$ cat config.mk
export PLATFORM = sky130hd
export DESIGN_NAME = cpu4_regfile_writer
export DESIGN_NICKNAME = d
export VERILOG_FILES = /design/src/rtl/cpu4_regfile_writer.sv
export SDC_FILE = /design/constraint.sdc
export NUM_CORES = 1
export LEC_CHECK = 0
export BUFFER_PORTS_ARGS = -buffer_cell sky130_fd_sc_hd__buf_4
export CAP_MARGIN = 25
export CORE_ASPECT_RATIO = 1.4
export CORE_MARGIN = 3
export CORE_UTILIZATION = 45
export DETAILED_ROUTE_END_ITERATION = 6
export PLACE_DENSITY = 0.64
export SLEW_MARGIN = 20
export SYNTH_ARGS = -nofsm -noshare
export SYNTH_HDL_FRONTEND = slang
export SYNTH_SLANG_ARGS = --single-unit
export TNS_END_PERCENT = 1
$ cat constraint.sdc
create_clock -name clk -period 3.5 [get_ports clk]
set_input_delay 0.875 -clock clk [delete_from_list [all_inputs] [get_ports clk]]
set_output_delay 0.875 -clock clk [all_outputs]
set_load 0.01 [all_outputs]
$ cat src/rtl/cpu4_regfile_writer.sv
// cpu4_regfile_writer: write-port master for cpu4_regfile.
// Merges the ALU result path and a FIFO-buffered LSU result path onto the
// single register-file write port, one write per cycle. ALU normally wins;
// a FIFO head that has waited STARVE_LIMIT cycles forces priority.
// Optional build macro: CPU4_WB_X0_FILTER_EN (suppresses wen for writes to x0).
module cpu4_regfile_writer #(
   parameter int FIFO_DEPTH   = 4,
   parameter int STARVE_LIMIT = 3,
   localparam int AW = $clog2(FIFO_DEPTH),
   localparam int CW = $clog2(FIFO_DEPTH) + 1
) (
   input  logic          clk,
   input  logic          resetn,
   input  logic          alu_valid,
   output logic          alu_ready,
   input  logic [4:0]    alu_rdidx,
   input  logic [31:0]   alu_rddata,
   input  logic          lsu_valid,
   output logic          lsu_ready,
   input  logic [4:0]    lsu_rdidx,
   input  logic [31:0]   lsu_rddata,
   output logic          wen,
   output logic [4:0]    rdidx,
   output logic [31:0]   rddata,
   output logic [CW-1:0] fifo_count,
   output logic          busy
);

   logic [4:0]    mem_idx  [FIFO_DEPTH];
   logic [31:0]   mem_data [FIFO_DEPTH];
   logic [AW-1:0] wr_ptr;
   logic [AW-1:0] rd_ptr;
   logic [3:0]    wait_cnt;

   logic          fifo_empty;
   logic          starve;
   logic          push;
   logic          pop;
   logic          sel_valid;
   logic [4:0]    sel_idx;
   logic [31:0]   sel_data;
   logic          wr_en;

   // Arbitration and handshakes; a same-cycle push is never visible to pop
   // because occupancy is registered, so there is no flow-through.
   always_comb begin
      fifo_empty = (fifo_count == '0);
      starve     = (wait_cnt == 4'(STARVE_LIMIT)) && !fifo_empty;
      lsu_ready  = (fifo_count != CW'(FIFO_DEPTH));
      push       = lsu_valid && lsu_ready;
      alu_ready  = alu_valid && !starve;
      pop        = !fifo_empty && (starve || !alu_valid);
      sel_valid  = alu_ready || pop;
      sel_idx    = pop ? mem_idx[rd_ptr]  : alu_rdidx;
      sel_data   = pop ? mem_data[rd_ptr] : alu_rddata;
`ifdef CPU4_WB_X0_FILTER_EN
      wr_en      = sel_valid && (sel_idx != 5'd0);
`else
      wr_en      = sel_valid;
`endif
      busy       = !fifo_empty || wen;
   end

   // FIFO storage; contents need no reset since occupancy gates every read.
   always_ff @(posedge clk) begin
      if (push) begin
         mem_idx[wr_ptr]  <= lsu_rdidx;
         mem_data[wr_ptr] <= lsu_rddata;
      end
   end

   // FIFO pointers and occupancy; pointers wrap naturally at a power of two.
   always_ff @(posedge clk or negedge resetn) begin
      if (!resetn) begin
         wr_ptr     <= '0;
         rd_ptr     <= '0;
         fifo_count <= '0;
      end else begin
         if (push) wr_ptr <= wr_ptr + 1'b1;
         if (pop)  rd_ptr <= rd_ptr + 1'b1;
         case ({push, pop})
            2'b10:   fifo_count <= fifo_count + 1'b1;
            2'b01:   fifo_count <= fifo_count - 1'b1;
            default: fifo_count <= fifo_count;
         endcase
      end
   end

   // Starvation counter: how long the current head has been passed over.
   always_ff @(posedge clk or negedge resetn) begin
      if (!resetn) begin
         wait_cnt <= '0;
      end else if (pop || fifo_empty) begin
         wait_cnt <= '0;
      end else if (wait_cnt != 4'(STARVE_LIMIT)) begin
         wait_cnt <= wait_cnt + 1'b1;
      end
   end

   // Registered write port; index/data hold their last value while wen is low.
   always_ff @(posedge clk or negedge resetn) begin
      if (!resetn) begin
         wen    <= 1'b0;
         rdidx  <= '0;
         rddata <= '0;
      end else begin
         wen <= wr_en;
         if (wr_en) begin
            rdidx  <= sel_idx;
            rddata <= sel_data;
         end
      end
   end

endmodule

==> results.yml, run 1 <==
setup_path:
  path_cells: "ha_1, or3b_2, o21a_2, buf_4"
  cp-start-kind: "flop"
  worst-path-buf-inv: 1
  cp_slowest_cell: "or3b_2"
  crit_fanout: 8
  cpPeakStageDelay_ns: 0.56
  crit_required_ns: 2.62
  arrival_ns: 1.92
  critPathTopFamily: "simple AND/OR/NAND/NOR gates"
  critPathKind: "reg -> out"
  endpoint_kind: "output pin"
grt:
  grt_use_total_pct: 18.1
  grt_pass1_wl_um: 26900
  antenna_found_initial: 1
  grt_max_degree: 50
  grt_pass1_vias: 4998
  grt.overflow.total: 0
power:
  netSwitchingPower_mw: 2.54
  swShare_pct: 31.8
  total_power_mw: 7.99
  clkPwrFrac_pct: 23.8
  irDropWorstVdd_uv: 332
  p_int_mw: 5.45
  p_leak_nw: 3.74
  seqPwrFrac_pct: 44.1
  power_density_nw_per_um2: 810
  comb_power_share_pct: 32.1
yosys:
  syn_avg_cell_area_um2: 16.4
  netlist_area_um2: 8110
  syn_inst: 496
  synth_cell_types: 32
  synth_nets: 581
  ys_seq_area_share_pct: 69.9
  yosysWarningCount: 0
  synth-seq-cells: 197
sta:
  slew_violations: 0
  final.setup.tns_ns: 0
  max_slew_margin_pct: 43.4
  hold_ws_ns: 0.476
  finalSetupViolations: 0
  hold_viol: 0
  rsz0062_at_grt: "false"
  fin_crit_sh_pct: 79.9
  finalCriticalPeriod_ns: 2.80
  tightest_slew_ns: 0.849
  fin_worst_skew_ns: 0.00974
  fmax_ghz: 0.357
cells_and_area:
  fin_nets: 700
  drive_gt1_share_pct: 37.1
  n_fill_cell: 1432
  mostFrequentLayoutCells: "148 x edfxtp_1, 132 x buf_4, 47 x dfrtp_1"
  final_common_cell: "edfxtp_1"
  area_delta_synth_final_pct: 21.6
die:
  io_pins: 122
  core_area_um2: 17500
  fp-row-count: 57
  dieArea_um2: 19700
  die_w_um: 119
  initial_utilization_pct: 46.2
  die_y_um: 165
drt:
  drt_wl_total_um: 17300
  drt-vias-per-instance: 5.44
  wl_per_cell_um: 20.0
  initialDrtViolationCount: 321
  drc_errors: 0
  first_pass_iters: 4
  ant_nets: 0
  via_count: 4705
placed_design:
  place_congestion: 0.773
  dpl.hpwl_um: 10900
  port_buffers: 121
worst_hold_path:
  holdCritPathClass: "reg -> reg"
clock_network:
  cts_resized: 0
  cts_tree: "yes"
  path_clk_slew_ns: 0.06
  ctsHoldBuffers: 0
  htreeDepth: 4
  ctsRootBufferMaster: "clkbuf_16"
  clockBufferDepth: 2
  clk_latency_ns: 0.42
  post_cts_buffers: 0
  cts_sinks: 197
  cts-buffers-inserted: 17
flow_run:
  maxCapViolCount: 0
run_status:
  outcome: "finished, final reports clean"
[path summary, 6_finish.rpt]
check                                              from                        end  slack [ns]  cells after the start
worst max-delay path            wait_cnt[0]$_DFFE_PN0P_                  alu_ready        0.70                      4
worst min-delay path            wait_cnt[0]$_DFFE_PN0P_    wait_cnt[0]$_DFFE_PN0P_        0.48                      1
worst max register to register  wait_cnt[0]$_DFFE_PN0P_  fifo_count[1]$_DFFE_PN0P_        1.05                      6
worst min register to register  wait_cnt[0]$_DFFE_PN0P_    wait_cnt[0]$_DFFE_PN0P_        0.48                      1
max in group asynchronous                        resetn      rd_ptr[0]$_DFFE_PN0N_        2.54                      1
min in group asynchronous                        resetn  fifo_count[0]$_DFFE_PN0P_        0.49                      1
[area by class of cell]
| cell class | instances | area (um2) | share of cell area, % |
|---|---|---|---|
| Antenna cell | 1 | 2.50 | 0.0254 |
| Clock buffer | 17 | 425 | 4.31 |
| Clock inverter | 15 | 154 | 1.56 |
| Inverter | 41 | 154 | 1.56 |
| Multi-Input combinational cell | 224 | 2130 | 21.6 |
| Sequential cell | 197 | 5670 | 57.5 |
| Tap cell | 236 | 295 | 2.99 |
| Timing Repair Buffer | 134 | 1030 | 10.4 |
[Yosys cell counts]
cell	number	area share, %
nand2_1	38	1.8
edfxtp_1	148	55
and2_1	1	0.077
nand3b_1	1	0.093
a211oi_1	1	0.093
or3b_1	2	0.22
a21oi_1	39	2.4
xnor2_1	4	0.43
ha_1	6	0.93
o21a_1	1	0.093
buf_4	3	0.28
nand2b_1	3	0.23
clkbuf_1	19	0.88
nor2_1	2	0.093
and3_1	4	0.31
xor2_1	3	0.32
a221oi_2	20	3.7
nor3b_1	1	0.093
or3_1	1	0.077
nand3_1	1	0.062
mux2_2	2	0.28
a221oi_1	17	1.8
nor3_2	1	0.12
buf_1	3	0.14
buf_2	6	0.37
dfrtp_1	49	15
and4_1	1	0.11
nor3_1	37	2.3
inv_1	41	1.9
mux4_2	37	10
fa_1	1	0.25
buf_6	3	0.42
[routing by layer]
metal | GRT usage (%) | up-vias | part of all wire, %
li1 | - | 2153 | -
met1 | 22.1 | 2412 | 40
met2 | 32.3 | 123 | 54
met3 | 3.22 | 17 | 4.2
met4 | 6.57 | 0 | 1.7
met5 | 0 | - | 0
[power groups by stage]
stage / clock network [mW] / logic [mW] / registers, mW
finish: 1.90 / 2.56 / 3.52
global route: 2.02 / 2.79 / 3.60
CTS: 1.94 / 2.52 / 3.60
detailed placement: 0 / 2.52 / 3.64
global placement: 0 / 2.45 / 3.61
floorplan: 0 / 1.67 / 3.50
[through the flow]
stage / cell area, um2 / utilization, % / worst slack, ns / cells
3_5_place_dp: 9270 / 52.8 / 0.878 / 831
2_1_floorplan: 8110 / - / 1.09 / 496
3_3_place_gp: 9270 / 52.8 / 0.908 / 831
4_1_cts: 9850 / 56.1 / 0.680 / 863
6_report: 9870 / 56.2 / 0.702 / 865
5_1_grt: 9870 / 56.2 / 0.624 / 865
[logic make-up after synthesis]
group / Yosys count / synth area share [%]
AND/OR/NAND/NOR: 93 / 5.52
adder cells (fa/ha/maj): 7 / 1.17
XOR/XNOR: 7 / 0.756
flip-flops: 197 / 69.9
AO/OA/AOI/OAI: 78 / 8.13
buffers and inverters: 75 / 3.98
multiplexers: 39 / 10.5
[sequential cells by signal, summed over array words and instances (netlist names)]
name	count
wr_ptr	2
rd_ptr	2
rdidx	5
wait_cnt	4
mem_data	128
rddata	32
wen	1
fifo_count	3
mem_idx	20
Note: power is estimated with default switching activity, not from simulation.
==> run 2: changes to the inputs <==
ABC_AREA = 1   (was default)
clock period = 2.8 ns   (was 3.5 ns; I/O delays follow)
==> run 2 against run 1 <==
Die area grew 0.91%. Wire length is 3.7% higher. Clock skew is essentially flat. Sequential cell count stayed put. Hold slack worse by 0.14 ns. Worst setup slack got worse by 0.24 ns. Via count rose by 19%. Non-clock buffer count is 2 higher.
==> results.yml, run 2 <==
run_status:
  outcome: "finished, final reports clean"
clock_network:
  cts-buffers-inserted: 17
  post_cts_buffers: 0
  ctsHoldBuffers: 0
  ctsRootBufferMaster: "clkbuf_16"
  path_clk_slew_ns: 0.07
  clk_latency_ns: 0.42
  htreeDepth: 4
  cts_sinks: 197
  clockBufferDepth: 2
  cts_tree: "yes"
  cts_resized: 0
yosys:
  synth_flop_cell: "edfxtp_1"
  synth_most_common_cell: "nand2_1"
  netlist_area_um2: 8190
  synth_area_leaders: "edfxtp_1 54%, nand2_1 16%, dfrtp_1 15%"
  netlist_top_cells_count: "343 x nand2_1, 148 x edfxtp_1, 112 x nand3_1, 50 x inv_1, 49 x dfrtp_1"
  async_flop_share_pct: 24.9
  synth_nets: 867
  synth-seq-cells: 197
  yosysWarningCount: 0
  ys_seq_area_share_pct: 69.2
  synth_edf_count: 148
  synth_cell_types: 22
  syn_inst: 782
  synth_top_cell_by_area: "edfxtp_1"
  synth_top_cell_area_share_pct: 54.3
  syn_avg_cell_area_um2: 10.5
cells_and_area:
  antenna_cells: 0
  largest_register_ffs: 128
  area_delta_synth_final_pct: 21.6
  top_register: "mem_data"
  fin_nets: 983
  final_common_cell: "nand2_1"
  largestRegisters: "mem_data x128, rddata x32, mem_idx x20"
  mostFrequentLayoutCells: "342 x nand2_1, 148 x edfxtp_1, 132 x buf_4"
  postLayoutCoreUtil_pct: 56.5
  drive_gt1_share_pct: 19.6
grt:
  grt_pass1_vias: 5538
  antenna_found_initial: 0
  grt_use_total_pct: 18.7
  grt_pass1_wl_um: 28700
  grt_max_degree: 76
  grt.overflow.total: 0
setup_path:
  endpoint_kind: "output pin"
  critPathKind: "reg -> out"
  cp-start-kind: "flop"
  crit_fanout: 5
  arrival_ns: 1.64
  cpPeakStageDelay_ns: 0.45
  crit_required_ns: 2.10
  r2r_end: "fifo_count[2]$_DFFE_PN0P_"
  r2r_slack_ns: 0.75
  path_cells: "nor2_1, nand2_1, or2_2, buf_4"
  worstReg2RegStart: "fifo_count[1]$_DFFE_PN0P_"
  r2r_cells: 9
  cp_slowest_cell: "dfrtp_1"
sta:
  fmax_ghz: 0.428
  fin_worst_skew_ns: 0.00936
  max_slew_margin_pct: 43.5
  hold_viol: 0
  rsz0062_at_grt: "false"
  finalCriticalPeriod_ns: 2.34
  final.setup.tns_ns: 0
  tightest_slew_ns: 0.846
  fin_crit_sh_pct: 83.5
  finalSetupViolations: 0
  slew_violations: 0
die:
  die_w_um: 120
  core_area_um2: 17600
  io_pins: 122
  dieArea_um2: 19900
  die_y_um: 166
  initial_utilization_pct: 46.5
  fp-row-count: 57
worst_hold_path:
  holdCritPathClass: "in -> async"
drt:
  drc_errors: 0
  ant_nets: 0
  drt-vias-per-instance: 4.86
  wl_per_cell_um: 15.6
  drt_wl_total_um: 17900
  first_pass_iters: 4
  via_count: 5579
  initialDrtViolationCount: 296
power:
  p_leak_nw: 4.36
  total_power_mw: 10.1
  power_density_nw_per_um2: 1010
  irDropWorstVdd_uv: 465
flow_run:
  maxCapViolCount: 0
placed_design:
  place_congestion: 0.757
  dpl.hpwl_um: 10300
  port_buffers: 121
## run 2: changes by cell type after synthesis, sizes merged, moves of 4 or more
cell and change:
buf +22, mux4 -37, nand3 +111, inv +12, a21oi -33, clkbuf -17
nor2 +14, nor3 -38, nand2 +305, a221oi -37, and3 -4
## run 2: worst max path at each step
| stage | cells after the start | slack, ns | to | start |
|---|---|---|---|---|
| after CTS | 4 | 0.43 | busy | fifo_count[0]$_DFFE_PN0P_ |
| final | 4 | 0.46 | busy | fifo_count[0]$_DFFE_PN0P_ |
| after detailed placement | 7 | 0.68 | rddata[23]$_DFFE_PN0P_ | alu_valid |
| after floorplan | 2 | -0.07 | mem_data[0][0]$_DFFE_PP_ | lsu_valid |
| after global routing | 4 | 0.33 | alu_ready | fifo_count[0]$_DFFE_PN0P_ |
| after global placement | 7 | 0.72 | rddata[29]$_DFFE_PN0P_ | alu_valid |
## run 2: area by class of cell
class,count,area [um2]
timing repair buffer,136,1070
clock buffer,24,492
sequential,197,5670
tap,236,295
inverter,53,199
multi-input combinational,493,2150
fill,1505,7660
clock inverter,8,75.1
## run 2: per-stage QoR
step	instance area [um2]	instances	setup slack [ns]	hold WS, ns
6_report	9960	1147	0.463	0.332
5_1_grt	9960	1147	0.329	0.367
4_1_cts	9960	1147	0.433	0.344
3_5_place_dp	9390	1115	0.677	0.454
3_3_place_gp	9390	1115	0.719	0.447
2_1_floorplan	8190	782	-0.0750	0.404
## run 2: report_power, final
part / total, mW / switching, mW / internal, mW
Clock: 2.31 / 0.995 / 1.32
Sequential: 4.26 / 0.298 / 3.96
Combinational: 3.51 / 2.22 / 1.29
Total: 10.1 / 3.52 / 6.57
## run 2: logic make-up after synthesis
kind of cell	after synthesis	synth area share, %
simple gates	473	23.4
flops	197	69.2
buf+inv	92	5.09
compound gates	9	0.641
fa+ha+maj	7	1.16
xor+xnor	4	0.428
## run 2: worst max-delay path: cells and delay by family (launching register included)
kind          cells  cell delay (ns)
buf+inv           1             0.14
flops             1             0.45
simple gates      3             0.62
## run 2: per-layer routing
| metal | routed length (um) | GRT usage (%) |
|---|---|---|
| met1 | 7440 | 23.1 |
| met2 | 9600 | 32.9 |
| met3 | 687 | 3.24 |
| met4 | 196 | 6.58 |
| met5 | 0 | 0 |
